**config.mk**
```make
export PLATFORM = sky130hd
export DESIGN_NAME = bram_port_arbiter
export DESIGN_NICKNAME = d
export VERILOG_FILES = /design/src/rtl/bram_arb_pkg.sv /design/src/rtl/rr_arbiter_2.sv /design/src/rtl/bram_port_arbiter.sv
export SDC_FILE = /design/constraint.sdc
export NUM_CORES = 1
export LEC_CHECK = 0
export BUFFER_PORTS_ARGS = -buffer_cell sky130_fd_sc_hd__buf_2
export CAP_MARGIN = 5
export CELL_PAD_IN_SITES_DETAIL_PLACEMENT = 0
export CELL_PAD_IN_SITES_GLOBAL_PLACEMENT = 1
export CORE_ASPECT_RATIO = 2
export CORE_MARGIN = 10
export CORE_UTILIZATION = 27
export DETAILED_ROUTE_END_ITERATION = 8
export PLACE_DENSITY = 0.73
export SYNTH_ARGS = -nofsm -noshare
export SYNTH_HDL_FRONTEND = slang
export SYNTH_SLANG_ARGS = --single-unit
```
**constraint.sdc**
```tcl
create_clock -name clk -period 1 [get_ports clk]
set_input_delay 0.1 -clock clk [delete_from_list [all_inputs] [get_ports clk]]
set_output_delay 0.1 -clock clk [all_outputs]
set_load 0.01 [all_outputs]
```
**src/rtl/bram_arb_pkg.sv**
```systemverilog
// bram_arb_pkg: shared widths and opcodes for the two-port BRAM arbiter
package bram_arb_pkg;
  localparam int ADDR_W_DEF = 6;
  localparam int DATA_W_DEF = 16;
  localparam int REQ_ID_W = 1;
  typedef enum logic {OP_READ = 1'b0, OP_WRITE = 1'b1} op_e;
endpackage

```
**src/rtl/rr_arbiter_2.sv**
```systemverilog
// rr_arbiter_2: two-way round-robin grant with pointer to the next favoured requester
//   clk, rst_n : clock, async active-low reset
//   valid      : request lines
//   grant      : one-hot grant (combinational)
//   gnt_any    : any grant this cycle
//   gnt_id     : index of the granted requester
module rr_arbiter_2 (
  input  logic       clk,
  input  logic       rst_n,
  input  logic [1:0] valid,
  output logic [1:0] grant,
  output logic       gnt_any,
  output logic       gnt_id
);
  logic rr_ptr;
  always_comb begin
    gnt_any = |valid;
    gnt_id = &valid ? rr_ptr : valid[1];
    grant = gnt_any ? (gnt_id ? 2'b10 : 2'b01) : 2'b00;
  end
  always_ff @(posedge clk or negedge rst_n)
    if (!rst_n) rr_ptr <= 1'b0;
    else if (gnt_any) rr_ptr <= ~gnt_id;
endmodule

```
**src/rtl/bram_port_arbiter.sv**
```systemverilog
// bram_port_arbiter: round-robin sharing of one single-port BRAM between two requesters
//   clk, rst_n              : clock (also BRAM clka), async active-low reset
//   req_valid/ready/we      : per-requester handshake and opcode
//   req_addr/req_wdata      : per-requester address and write data
//   rsp_valid[i]/rsp_rdata  : read response pulse for requester i, shared data
//   mem_addr/din/we/dout    : registered BRAM port, BRAM read data
module bram_port_arbiter
  import bram_arb_pkg::*;
#(
  parameter int ADDR_W = ADDR_W_DEF,
  parameter int DATA_W = DATA_W_DEF,
  parameter int READ_LATENCY = 1
) (
  input  logic                   clk,
  input  logic                   rst_n,
  input  logic [1:0]             req_valid,
  output logic [1:0]             req_ready,
  input  logic [1:0]             req_we,
  input  logic [1:0][ADDR_W-1:0] req_addr,
  input  logic [1:0][DATA_W-1:0] req_wdata,
  output logic [1:0]             rsp_valid,
  output logic [DATA_W-1:0]      rsp_rdata,
  output logic [ADDR_W-1:0]      mem_addr,
  output logic [DATA_W-1:0]      mem_din,
  output logic                   mem_we,
  input  logic [DATA_W-1:0]      mem_dout
);
  logic gnt_any, gnt_id;
  logic [READ_LATENCY:0] tag_v;
  logic [READ_LATENCY:0][REQ_ID_W-1:0] tag_id;
  rr_arbiter_2 u_rr (
    .clk(clk),
    .rst_n(rst_n),
    .valid(req_valid),
    .grant(req_ready),
    .gnt_any(gnt_any),
    .gnt_id(gnt_id)
  );
  always_ff @(posedge clk or negedge rst_n)
    if (!rst_n) begin
      mem_we <= 1'b0;
      mem_addr <= '0;
      mem_din <= '0;
      tag_v <= '0;
      tag_id <= '0;
    end else begin
      mem_we <= gnt_any && req_we[gnt_id] == OP_WRITE;
      if (gnt_any) begin
        mem_addr <= req_addr[gnt_id];
        mem_din <= req_wdata[gnt_id];
      end
      tag_v <= {tag_v[READ_LATENCY-1:0], gnt_any && req_we[gnt_id] == OP_READ};
      tag_id <= {tag_id[READ_LATENCY-1:0], REQ_ID_W'(gnt_id)};
    end
  assign rsp_valid = tag_v[READ_LATENCY] ? (tag_id[READ_LATENCY] != '0 ? 2'b10 : 2'b01) : 2'b00;
  assign rsp_rdata = mem_dout;
endmodule

```
; ---- Word-level counts from Yosys, hierarchy flattened
; Cells that the tools add are included.
[totals]
word_cells = 25
output_inout_bits = 43
in_bits = 66
reg_bits = 28
[op_classes]
bitwise_logic = 2
reduce_logical = 4
n_mux = 11
n_lt_le_gt_ge = 1
[op_table]
columns = cell, count
row1 = 16-bit two-way mux, 2
row2 = 6-bit two-way mux, 2
row3 = 2-bit two-way mux, 4
row4 = 1-bit two-way mux, 3
row5 = 1-bit logical AND, 2
row6 = 1-bit by 2-bit < comparator with 1-bit output (second input constant), 1
row7 = 1-bit NOT, 2
row8 = 2-bit AND reduction, 1
row9 = 2-bit OR reduction, 1

; ---- Depth between registers and ports, before layout
; Gate-level depths: netlist of run 1.
[depth]
depth_word = 6
depth_mapped = 6
ltp_nobuf = 4

; ---- Cells and area by module
; Synthesis of run 1 repeated with hierarchy kept, for this count alone.
[hier_totals]
hier_cells = 130
area_unflattened_um2 = 1396.3
[by_module_without_submodules]
columns = mod, area_per_inst_um2, cells_per_inst, instances, seq_area_each_um2
row1 = bram_port_arbiter, 1320.0, 122, 1, 675.6
row2 = rr_arbiter_2, 76.3, 8, 1, 25.0

; ---- Worst setup path before layout of run 1
; Ideal clock, no wire load.
[synth_timing]
path_kind = register to register
from = register u_rr.rr_ptr
to = register mem_addr[2]
setup_time_ps = 132
required_ps = 868
t_arrival_ps = 987
period_less_slack_ps = 1120
stages_incl_launch_ff = 6
setup_slack_ps = -120
path_buffers = 2
cell_sequence = dfrtp_1 nand2b_4 buf_6 buf_6 a31oi_1 o21ai_1
[synth_via]
elab_chain_cells = 3
[synth_lines]
columns = element, line_no
row1 = from (decl), rr_arbiter_2.sv:15  ; logic rr_ptr;
row2 = from (signal assigned), rr_arbiter_2.sv:23  ; else if (gnt_any) rr_ptr <= ~gnt_id;
row3 = 1-bit two-way mux, rr_arbiter_2.sv:18  ; gnt_id = &valid ? rr_ptr : valid[1];
row4 = 6-bit two-way mux (implied by the code) (2 in a row), bram_port_arbiter.sv:49  ; mem_addr <= req_addr[gnt_id];
row5 = to (signal assigned), bram_port_arbiter.sv:49
row6 = to (decl), bram_port_arbiter.sv:23  ; output logic [ADDR_W-1:0] mem_addr,
; Every way passes these cells. The select of a mux whose other input is x is not followed.
; A chain may end at the register's enable or synchronous reset.

; ---- Worst setup path after layout of run 1
[layout_timing]
from = register u_rr.rr_ptr
to = output req_ready[0]
[layout_via]
elab_chain_cells = 3
[layout_lines]
columns = element, line_no
row1 = 1-bit two-way mux, rr_arbiter_2.sv:18
row2 = 2-bit two-way mux (2 in a row), rr_arbiter_2.sv:19  ; grant = gnt_any ? (gnt_id ? 2'b10 : 2'b01) : 2'b00;
row3 = to (decl), bram_port_arbiter.sv:17  ; output logic [1:0] req_ready,
; Every way passes these cells.

==> flow_metrics.py, run 1 <==
metrics = {
    "floorplanning": {
        "die_y_um": 131,
        "io_pins": 109,
        "die_w_um": 75.6,
        "num_rows": 40,
        "initial_core_util": 0.277,
        "core-area_mm2": 0.00601,
        "floorplan.die_area_mm2": 0.00991,
    },
    "synth": {
        "synthXorXnorAreaFrac": 0,
        "synth-compound-area-share": 0.164,
        "synth_top_area_cell": "dfrtp_1",
        "ys.warnings.count": 0,
        "synthCells": 159,
        "yosys_register_bits": 28,
        "synth_area_per_cell_um2": 10.5,
        "synth_top_cells_by_area": "dfrtp_1 42%, mux2i_1 13%, and3b_1 8.9%",
        "post_synth_design_cell_area_mm2": 0.00167,
        "synth_top_area_frac": 0.420,
        "synth_adder_area_share": 0,
        "synthMuxAreaShare": 0.132,
        "synth_cell_type_count": 19,
        "post_synth_and_or_nand_nor_area_fraction": 0.143,
        "synth_fp_nets": 225,
        "synth_sequential_area_ratio": 0.420,
        "synth_top_family_by_area": "compound AO/OA/AOI/OAI gates",
    },
    "global_route": {
        "first_pass_grt_wire_length_mm": 7.85,
        "gr-total-overflow": 0,
        "grt_antenna_before_repair": 0,
        "globalRouteTotalUtil": 0.0993,
        "grt_max_degree": 29,
        "via_count_of_the_first_global_routing_pass": 1585,
    },
    "timing": {
        "final_worst_path_period_need_ns": 1.21,
        "finalClockSkew_ns": 0.00169,
        "max_freq_mhz": 824,
        "final_critical_path_setup_slack_ns": -0.213,
        "min_period_over_period": 1.21,
        "grt_setup_unrepaired": "true",
        "whs_ns": 0.0270,
        "final-max-slew-violation-count": 0,
        "maxSlewHeadroom": 0.773,
        "tightest_pin_transition_ns": 0.341,
        "setup_viol": 28,
        "timing.final.hold_violations": 0,
    },
    "critical_path": {
        "end_kind": "output port",
        "worstPathRequired_ns": 0.90,
        "setup.worst_path.start_class": "flop",
        "worst-setup-path-type": "flop to output port",
        "timing.critical_path.fanout_max": 4,
        "cp.arrival_ns": 1.11,
    },
    "pwr": {
        "post-layout-total-power_w": 0.00344,
        "power_leakage_nw": 1.24,
        "worst_ir_drop_vdd_mv": 0.689,
        "power.density_cell_area_mw_per_mm2": 1420,
    },
    "place": {
        "placement.io_buffers": 76,
        "gp_congestion": 0.703,
        "dpl_cell_area_mm2": 0.00213,
        "dpl.hpwl_mm": 3.87,
    },
    "clock_tree": {
        "cts_max_level": 1,
        "clkTransAtPathRegs_ns": 0.07,
        "clk_path_buf_depth": 2,
        "clkLatencyLatePin_ns": 0.26,
        "ctsRootBufferMaster": "clkbuf_16",
        "cts.sinks": 28,
        "cts_made_buffers": 3,
        "cts_tree": "built",
    },
    "detailed_routing": {
        "route.detailed.drc": 0,
        "firstDrtPassIters": 4,
        "m1WireLength_mm": 1.82,
        "wl_mm": 5.01,
        "vias": 1459,
        "drt_first_iter_violations": 101,
        "met2WireLength_mm": 2.75,
        "antenna_left": 0,
        "maxUsedRoutingLayer": "met4",
        "detail_route.vias_per_cell": 4.93,
        "met3_length_um": 400,
        "post_drt_wl_per_cell_um": 16.9,
    },
    "status": {
        "violations_in_the_final_reports": "negative setup slack",
        "status": "finished with violations",
    },
    "run": {
        "timing.max_cap.violations": 0,
    },
    "cells_and_area": {
        "final_core_util": 0.403,
        "area_delta_synth_final_pct": 45.3,
        "num-nets-final": 300,
        "final_layout_size_suffix_gt1_frac": 0.536,
        "finalInstanceArea_mm2": 0.00242,
        "n_antenna_cell": 0,
    },
    "hold_path": {
        "hold_path.class": "primary input to flop",
    },
}
-- critical path, cell delays in order, from the launching register on --
cell	delay (ns)
dfrtp_2	0.44
buf_6	0.13
a21boi_4	0.16
buf_6	0.12
-- power by group --
part           leakage [nW]  internal, W  switching (W)  total (W)
registers             0.333      0.00128      0.0000790    0.00136
logic                 0.861     0.000566       0.000514    0.00108
clock network        0.0442     0.000613       0.000384   0.000997
total                  1.24      0.00246       0.000977    0.00344
-- sequential cells by signal, indices dropped and copies added (netlist names) --
name / count
mem_we: 1
mem_din: 16
u_rr.rr_ptr: 1
tag_v: 2
mem_addr: 6
tag_id: 2
-- what timing repair did --
action                     CTS  global route
resized for setup            7            15
pin swaps                    4             2
cloned                       1             0
hold buffers                 1             0
setup endpoints to repair   27            29
buffers inserted             5             1
hold endpoints to repair    11             0
-- synthesized netlist by cell type, drive strengths merged --
library cell and number:
buf 29, dfrtp 28, o21ai 24, a31oi 22, and3b 22, mux2i 22, inv 3, clkbuf 2
nand2b 2, a21boi 1, a22o 1, and2 1, nand2 1, nor2b 1
-- stage by stage --
stage | setup TNS (ns) | setup WS [ns] | std cells
floorplan | -2.28 | -0.117 | 159
global placement | -1.79 | -0.109 | 286
detailed placement | -2.89 | -0.152 | 286
CTS | -3.94 | -0.229 | 295
global route | -5.25 | -0.256 | 296
finish | -3.67 | -0.213 | 296
-- kinds of logic after synthesis --
kind of cell | after synthesis
compound gates | 48
buf+inv | 34
flops | 28
simple gates | 27
mux | 22
-- per-layer routing --
| metal | vias to the layer above | global-route usage |
|---|---|---|
| met5 | - | 0 |
| met4 | 0 | 0.0343 |
| met3 | 4 | 0.0279 |
| met2 | 51 | 0.178 |
| met1 | 690 | 0.103 |
| li1 | 714 | - |
-- worst paths after layout --
kind                             startpoint            to  slack [ns]  depth (start not counted)
worst max-delay path            u_rr.rr_ptr  req_ready[0]       -0.21                          3
worst min-delay path              req_we[1]      tag_v[0]        0.03                          2
worst max register to register  u_rr.rr_ptr   mem_addr[3]       -0.16                          5
worst min register to register    tag_id[0]     tag_id[1]        0.35                          0
max in group asynchronous             rst_n   u_rr.rr_ptr        0.34                          3
min in group asynchronous             rst_n      tag_v[1]        0.27                          2
-- layout make-up --
class,instances,area (µm²)
timing repair buffer,101,677
sequential,28,702
multi-input combinational,97,863
tap,63,78.8
inverter,3,11.3
fill,614,3580
clock buffer,4,88.8
-- cells in the final DEF, fill, tap and decap left out, types with 2 or more instances in the layout --
master / synthesis / final
o21ai_1: 24 / 24
buf_2: 7 / 74
buf_4: 18 / 13
a31oi_1: 22 / 12
dfrtp_1: 28 / 27
mux2i_1: 22 / 22
buf_6: 4 / 7
a31oi_4: 0 / 6
and3b_1: 17 / 17
clkbuf_16: 0 / 3
a31oi_2: 0 / 4
inv_2: 2 / 2
and3b_2: 5 / 5
buf_12: 0 / 6
Note: power is estimated with default switching activity, not from simulation.
==> inputs of run 2 (changes only) <==
--- a/config.mk
+++ b/config.mk
@@ -13,6 +13,7 @@
 export CORE_MARGIN = 10
 export CORE_UTILIZATION = 27
 export DETAILED_ROUTE_END_ITERATION = 8
+export HOLD_SLACK_MARGIN = 0.05
 export PLACE_DENSITY = 0.73
 export SYNTH_ARGS = -nofsm -noshare
 export SYNTH_HDL_FRONTEND = slang
==> constraint.sdc (replaced) <==
create_clock -name clk -period 1.05 [get_ports clk]
set_input_delay 0.105 -clock clk [delete_from_list [all_inputs] [get_ports clk]]
set_output_delay 0.105 -clock clk [all_outputs]
set_load 0.01 [all_outputs]
==> flow_metrics.py, run 2 (synthesis results as in run 1) <==
metrics = {
    "status": {
        "status": "finished with violations",
        "violations_in_the_final_reports": "negative setup slack",
    },
    "global_route": {
        "via_count_of_the_first_global_routing_pass": 1577,
        "first_pass_grt_wire_length_mm": 7.49,
        "grt_antenna_before_repair": 0,
        "grt_max_degree": 23,
        "gr-total-overflow": 0,
        "globalRouteTotalUtil": 0.0943,
    },
    "floorplanning": {
        "floorplan.die_area_mm2": 0.00991,
        "io_pins": 109,
        "num_rows": 40,
        "initial_core_util": 0.277,
        "die_w_um": 75.6,
        "core-area_mm2": 0.00601,
        "die_y_um": 131,
    },
    "timing": {
        "final-max-slew-violation-count": 0,
        "maxSlewHeadroom": 0.798,
        "setup_viol": 25,
        "timing.final.hold_violations": 0,
        "whs_ns": 0.0731,
        "grt_setup_unrepaired": "true",
        "finalClockSkew_ns": 0.00244,
        "final_worst_path_period_need_ns": 1.21,
        "fin_setup_tns_ns": -2.18,
        "tightest_pin_transition_ns": 0.304,
        "final_critical_path_setup_slack_ns": -0.158,
        "min_period_over_period": 1.15,
        "max_freq_mhz": 827,
    },
    "critical_path": {
        "reg2reg_depth": 5,
        "critPathMaxStageDelay_ns": 0.41,
        "setup.worst_path.start_class": "flop",
        "end_kind": "output port",
        "critical_path.n_buffers_inverters": 2,
        "cp.arrival_ns": 1.10,
        "critical-path-slowest-cell": "dfrtp_1",
        "top_delay_family_on_crit_path": "flip-flops",
        "timing.critical_path.cells": "buf_4 > a21boi_4 > buf_6",
        "crit_start": "u_rr.rr_ptr",
        "critical_path_cell_count": 3,
        "critical_register_to_register_path_startpoint": "u_rr.rr_ptr",
        "worstPathRequired_ns": 0.94,
        "timing.critical_path.fanout_max": 4,
        "worst-setup-path-type": "flop to output port",
    },
    "pwr": {
        "post-layout-total-power_w": 0.00322,
        "worst_ir_drop_vdd_mv": 0.828,
        "power_leakage_nw": 1.22,
        "power.density_cell_area_mw_per_mm2": 1380,
    },
    "hold_path": {
        "hold_path_depth": 2,
        "hold_path.class": "primary input to flop",
        "worst_hold_startpoint": "req_we[0]",
    },
    "detailed_routing": {
        "antenna_left": 0,
        "wl_mm": 4.87,
        "firstDrtPassIters": 4,
        "vias": 1428,
        "detail_route.vias_per_cell": 4.87,
        "route.detailed.drc": 0,
        "post_drt_wl_per_cell_um": 16.6,
        "drt_first_iter_violations": 74,
    },
    "clock_tree": {
        "cts_max_level": 1,
        "clkTransAtPathRegs_ns": 0.07,
        "cts_made_buffers": 3,
        "clk_path_buf_depth": 2,
        "cts.sinks": 28,
        "clkLatencyLatePin_ns": 0.26,
        "ctsRootBufferMaster": "clkbuf_16",
        "cts_tree": "built",
    },
    "cells_and_area": {
        "top_register": "mem_din",
        "num-fill-cells": 612,
        "layout_common_cells": "74 x buf_2, 28 x dfrtp_1, 24 x o21ai_1",
        "final_common_cell": "buf_2",
        "final_layout_size_suffix_gt1_frac": 0.500,
        "largest_registers": "mem_din (16), mem_addr (6)",
        "max_reg_flops": 16,
        "n_antenna_cell": 0,
        "area_delta_synth_final_pct": 40.4,
        "finalInstanceArea_mm2": 0.00234,
        "num-nets-final": 297,
    },
    "place": {
        "dpl.hpwl_mm": 3.91,
        "dpl_cell_area_mm2": 0.00211,
        "placement.io_buffers": 76,
        "gp_congestion": 0.721,
    },
    "run": {
        "timing.max_cap.violations": 0,
    },
}
-- run 2: cell count changes in the layout (fill, tap and decap cells not counted) --
cell / change
dlygate4sd3_1: +1
buf_6: -3
a31oi_2: -3
a31oi_4: -2
dfrtp_1: +1
buf_4: -1
a31oi_1: +5
dfrtp_2: -1
-- run 2: final timing paths --
| check | to | slack [ns] |
|---|---|---|
| worst max-delay path | req_ready[0] | -0.16 |
| worst min-delay path | mem_we | 0.07 |
| worst max register to register | mem_din[9] | -0.11 |
| worst min register to register | tag_v[1] | 0.35 |
| max in group asynchronous | mem_addr[2] | 0.43 |
| min in group asynchronous | mem_we | 0.23 |
-- run 2: per-stage QoR --
step | setup slack [ns] | util | std cells
4_1_cts | -0.170 | 0.378 | 293
6_report | -0.158 | 0.390 | 293
3_3_place_gp | -0.0630 | 0.351 | 284
5_1_grt | -0.214 | 0.390 | 293
3_5_place_dp | -0.101 | 0.351 | 284
2_1_floorplan | -0.0673 | - | 159
-- run 2: routing by layer --
layer	global-route usage	share of wire
met1	0.102	0.37
met2	0.169	0.55
met3	0.0241	0.069
met4	0.0249	0.0084
met5	0	0
-- run 2: timing repair --
action,4_1_cts,5_1_grt
gates resized for setup,6,6
hold buffers,2,0
endpoints found under the setup margin,26,27
gates cloned,0,0
pin swaps,2,1
hold endpoints to repair,29,0
setup buffers,3,0
-- run 2: report_power, final --
group / leakage, nW / switching [W] / internal (W)
Combinational: 0.837 / 0.000467 / 0.000506
Sequential: 0.334 / 0.0000698 / 0.00122
Clock: 0.0442 / 0.000373 / 0.000584
Total: 1.22 / 0.000910 / 0.00231
-- run 2: cell type report --
| class | instances | area, µm² | area share |
|---|---|---|---|
| inverters | 3 | 11.3 | 0.00481 |
| clock buffers | 4 | 88.8 | 0.0380 |
| multi-input cells | 97 | 815 | 0.348 |
| flip-flops and latches | 28 | 701 | 0.299 |
| repair buffers | 98 | 646 | 0.276 |
| well taps | 63 | 78.8 | 0.0337 |
-- run 2: worst reg2reg max path: cells and delay by family, from the launching register on --
kind	cells	cell delay, ns
DFF	1	0.39
and+or+nand+nor	1	0.19
buffers and inverters	2	0.24
AOI/OAI and AO/OA	2	0.22
==> inputs of run 3 (changes only) <==
--- a/config.mk
+++ b/config.mk
@@ -5,16 +5,19 @@
 export SDC_FILE = /design/constraint.sdc
 export NUM_CORES = 1
 export LEC_CHECK = 0
+export ABC_AREA = 1
 export BUFFER_PORTS_ARGS = -buffer_cell sky130_fd_sc_hd__buf_2
 export CAP_MARGIN = 5
 export CELL_PAD_IN_SITES_DETAIL_PLACEMENT = 0
 export CELL_PAD_IN_SITES_GLOBAL_PLACEMENT = 1
 export CORE_ASPECT_RATIO = 2
 export CORE_MARGIN = 10
-export CORE_UTILIZATION = 27
+export CORE_UTILIZATION = 23
 export DETAILED_ROUTE_END_ITERATION = 8
+export GPL_TIMING_DRIVEN = 0
 export HOLD_SLACK_MARGIN = 0.05
-export PLACE_DENSITY = 0.73
+export PLACE_DENSITY = 0.72
+export SLEW_MARGIN = 20
 export SYNTH_ARGS = -nofsm -noshare
 export SYNTH_HDL_FRONTEND = slang
 export SYNTH_SLANG_ARGS = --single-unit
==> flow_metrics.py, run 3 <==
metrics = {
    "cells_and_area": {
        "largest_registers": "mem_din (16), mem_addr (6)",
        "n_antenna_cell": 0,
        "layout_common_cells": "91 x buf_2, 46 x nand3_1, 46 x nand2_1",
        "max_reg_flops": 16,
        "num-nets-final": 347,
        "final_layout_size_suffix_gt1_frac": 0.468,
        "area_delta_synth_final_pct": 66.2,
        "post_layout_nonfiller_instances": 341,
        "multi_input_gate_area_in_the_final_layout_um2": 495,
        "final_common_cell": "buf_2",
        "num-fill-cells": 617,
        "top_register": "mem_din",
        "flip_flop_and_latch_area_um2": 701,
    },
    "hold_path": {
        "timing.hold.worst_endpoint": "mem_din[6]",
        "hold_path.class": "primary input to flop",
        "hold_path_depth": 3,
        "worst_hold_startpoint": "req_wdata[6]",
    },
    "synth": {
        "synth_top_area_frac": 0.518,
        "netlist_top_cells_count": "51 x nand2_1, 46 x nand3_1, 28 x dfrtp_1, 17 x buf_4",
        "synth_area_per_cell_um2": 8.30,
        "synth_sequential_area_ratio": 0.518,
        "yosys_register_bits": 28,
        "synthCells": 163,
        "synthXorXnorAreaFrac": 0,
        "ys.warnings.count": 0,
        "post_synth_design_cell_area_mm2": 0.00135,
        "synth_adder_area_share": 0,
        "synth_flop_cell": "dfrtp_1",
        "synth_top_family_by_area": "simple AND/OR/NAND/NOR gates",
        "synth.most_common_cell": "nand2_1",
        "synth-compound-area-share": 0.0120,
        "ys_async_sr_fraction": 1.00,
        "synth-edff-count": 0,
        "synth_top_cells_by_area": "dfrtp_1 52%, nand3_1 17%, nand2_1 14%",
        "synth_cell_type_count": 12,
        "post_synth_and_or_nand_nor_area_fraction": 0.328,
        "synthMuxAreaShare": 0,
        "synth_top_area_cell": "dfrtp_1",
        "synth_fp_nets": 229,
    },
    "pwr": {
        "seqPwrFrac": 0.420,
        "switching_share": 0.278,
        "internal_power_w": 0.00218,
        "power.share.combinational": 0.264,
        "power_leakage_nw": 1.24,
        "worst_ir_drop_vdd_mv": 0.740,
        "power.share.clock": 0.316,
        "power.density_cell_area_mw_per_mm2": 1340,
        "switchingPower_w": 0.000839,
    },
    "critical_path": {
        "setup.worst_path.start_class": "flop",
        "critical_register_to_register_path_startpoint": "u_rr.rr_ptr",
        "worst-setup-path-type": "flop to output port",
        "end_kind": "output port",
        "reg2reg_depth": 8,
        "worstPathRequired_ns": 0.94,
        "timing.critical_path.fanout_max": 2,
        "cp.arrival_ns": 1.05,
        "timing.reg2reg.setup_slack_ns": -0.06,
        "r2r-end": "tag_v[0]",
    },
    "global_route": {
        "grt_antenna_before_repair": 0,
        "gr-total-overflow": 0,
        "grt_max_degree": 29,
        "globalRouteTotalUtil": 0.104,
        "via_count_of_the_first_global_routing_pass": 1643,
        "first_pass_grt_wire_length_mm": 8.07,
    },
    "status": {
        "violations_in_the_final_reports": "negative setup slack",
        "status": "finished with violations",
    },
    "timing": {
        "timing.final.hold_violations": 0,
        "tightest_pin_transition_ns": 0.673,
        "whs_ns": 0.0493,
        "final_worst_path_period_need_ns": 1.16,
        "maxSlewHeadroom": 0.552,
        "max_freq_mhz": 866,
        "final-max-slew-violation-count": 0,
        "finalClockSkew_ns": 0.00194,
        "setup_viol": 4,
        "grt_setup_unrepaired": "true",
        "final_critical_path_setup_slack_ns": -0.105,
        "min_period_over_period": 1.10,
    },
    "clock_tree": {
        "cts_max_level": 1,
        "ctsRootBufferMaster": "clkbuf_16",
        "cts_made_buffers": 3,
        "clkLatencyLatePin_ns": 0.26,
        "cts.sinks": 28,
        "clkTransAtPathRegs_ns": 0.07,
        "clk_path_buf_depth": 2,
        "cts_tree": "built",
    },
    "place": {
        "dpl.hpwl_mm": 3.99,
        "placed_cells_incl_taps": 315,
        "preCtsSetupSlack_ns": -0.184,
        "gp_congestion": 0.713,
        "placement.io_buffers": 91,
    },
    "detailed_routing": {
        "route.detailed.drc": 0,
        "drt_first_iter_violations": 29,
        "wl_mm": 5.14,
        "firstDrtPassIters": 4,
        "antenna_left": 0,
        "detail_route.vias_per_cell": 4.39,
        "post_drt_wl_per_cell_um": 15.1,
        "vias": 1497,
    },
    "floorplanning": {
        "io_pins": 109,
        "initial_core_util": 0.237,
        "die_w_um": 74.2,
        "floorplan.die_area_mm2": 0.00953,
        "die_y_um": 128,
        "core-area_mm2": 0.00571,
        "num_rows": 39,
    },
    "run": {
        "timing.max_cap.violations": 0,
    },
}
-- run 3: kinds of logic after synthesis --
logic type,Yosys count
compound gates,2
buf+inv,32
flops,28
simple gates,101
-- run 3: worst max-delay path: stages, from the launching register on --
cell	delay, ns
dfrtp_1	0.42
a21boi_4	0.15
buf_6	0.13
buf_6	0.09
-- run 3: worst max-delay path by stage --
| stage | slack (ns) | startpoint | endpoint | cells past startpoint |
|---|---|---|---|---|
| after floorplan | 0.06 | u_rr.rr_ptr | mem_addr[0] | 5 |
| after global placement | -0.16 | u_rr.rr_ptr | req_ready[0] | 3 |
| after detailed placement | -0.18 | u_rr.rr_ptr | req_ready[0] | 3 |
| after CTS | -0.12 | u_rr.rr_ptr | req_ready[0] | 3 |
| after global routing | -0.16 | u_rr.rr_ptr | req_ready[1] | 5 |
| final | -0.11 | u_rr.rr_ptr | req_ready[0] | 3 |
-- run 3: power by group through the flow --
stage	registers (W)	logic, W	clock network, W
2_1_floorplan	0.00134	0.000288	0
3_3_place_gp	0.00128	0.000688	0
3_5_place_dp	0.00129	0.000695	0
4_1_cts	0.00127	0.000805	0.000998
5_1_grt	0.00128	0.000891	0.00105
6_report	0.00127	0.000797	0.000956
-- run 3: layer usage --
layer,GRT usage,vias up,part of all wire
met4,0.0227,0,0.0045
met3,0.0416,2,0.13
met2,0.190,76,0.52
met5,0,-,0
li1,-,742,-
met1,0.105,677,0.35
-- run 3: layout make-up --
type / instances / area share
sequential: 28 / 0.312
timing repair buffer: 114 / 0.307
multi-input combinational: 103 / 0.220
buffer: 24 / 0.0762
clock buffer: 4 / 0.0395
tap: 61 / 0.0339
inverter: 7 / 0.0117
-- run 3: timing repair --
| action | CTS | global route |
|---|---|---|
| endpoints found under the hold margin | 45 | 0 |
| setup buffers | 4 | 1 |
| cloned | 0 | 0 |
| resized for setup | 12 | 5 |
| pin swaps | 2 | 3 |
| hold buffers | 18 | 0 |
| endpoints found under the setup margin | 24 | 26 |
-- run 3: through the flow --
stage	util	instance area (µm²)	power, W	setup TNS [ns]
after CTS	0.390	2220	0.00307	-0.286
after global placement	0.330	1880	0.00197	-2.19
after floorplan	-	1350	0.00163	0
after global routing	0.394	2250	0.00322	-1.57
final	0.394	2250	0.00302	-0.293
after detailed placement	0.330	1880	0.00198	-2.53
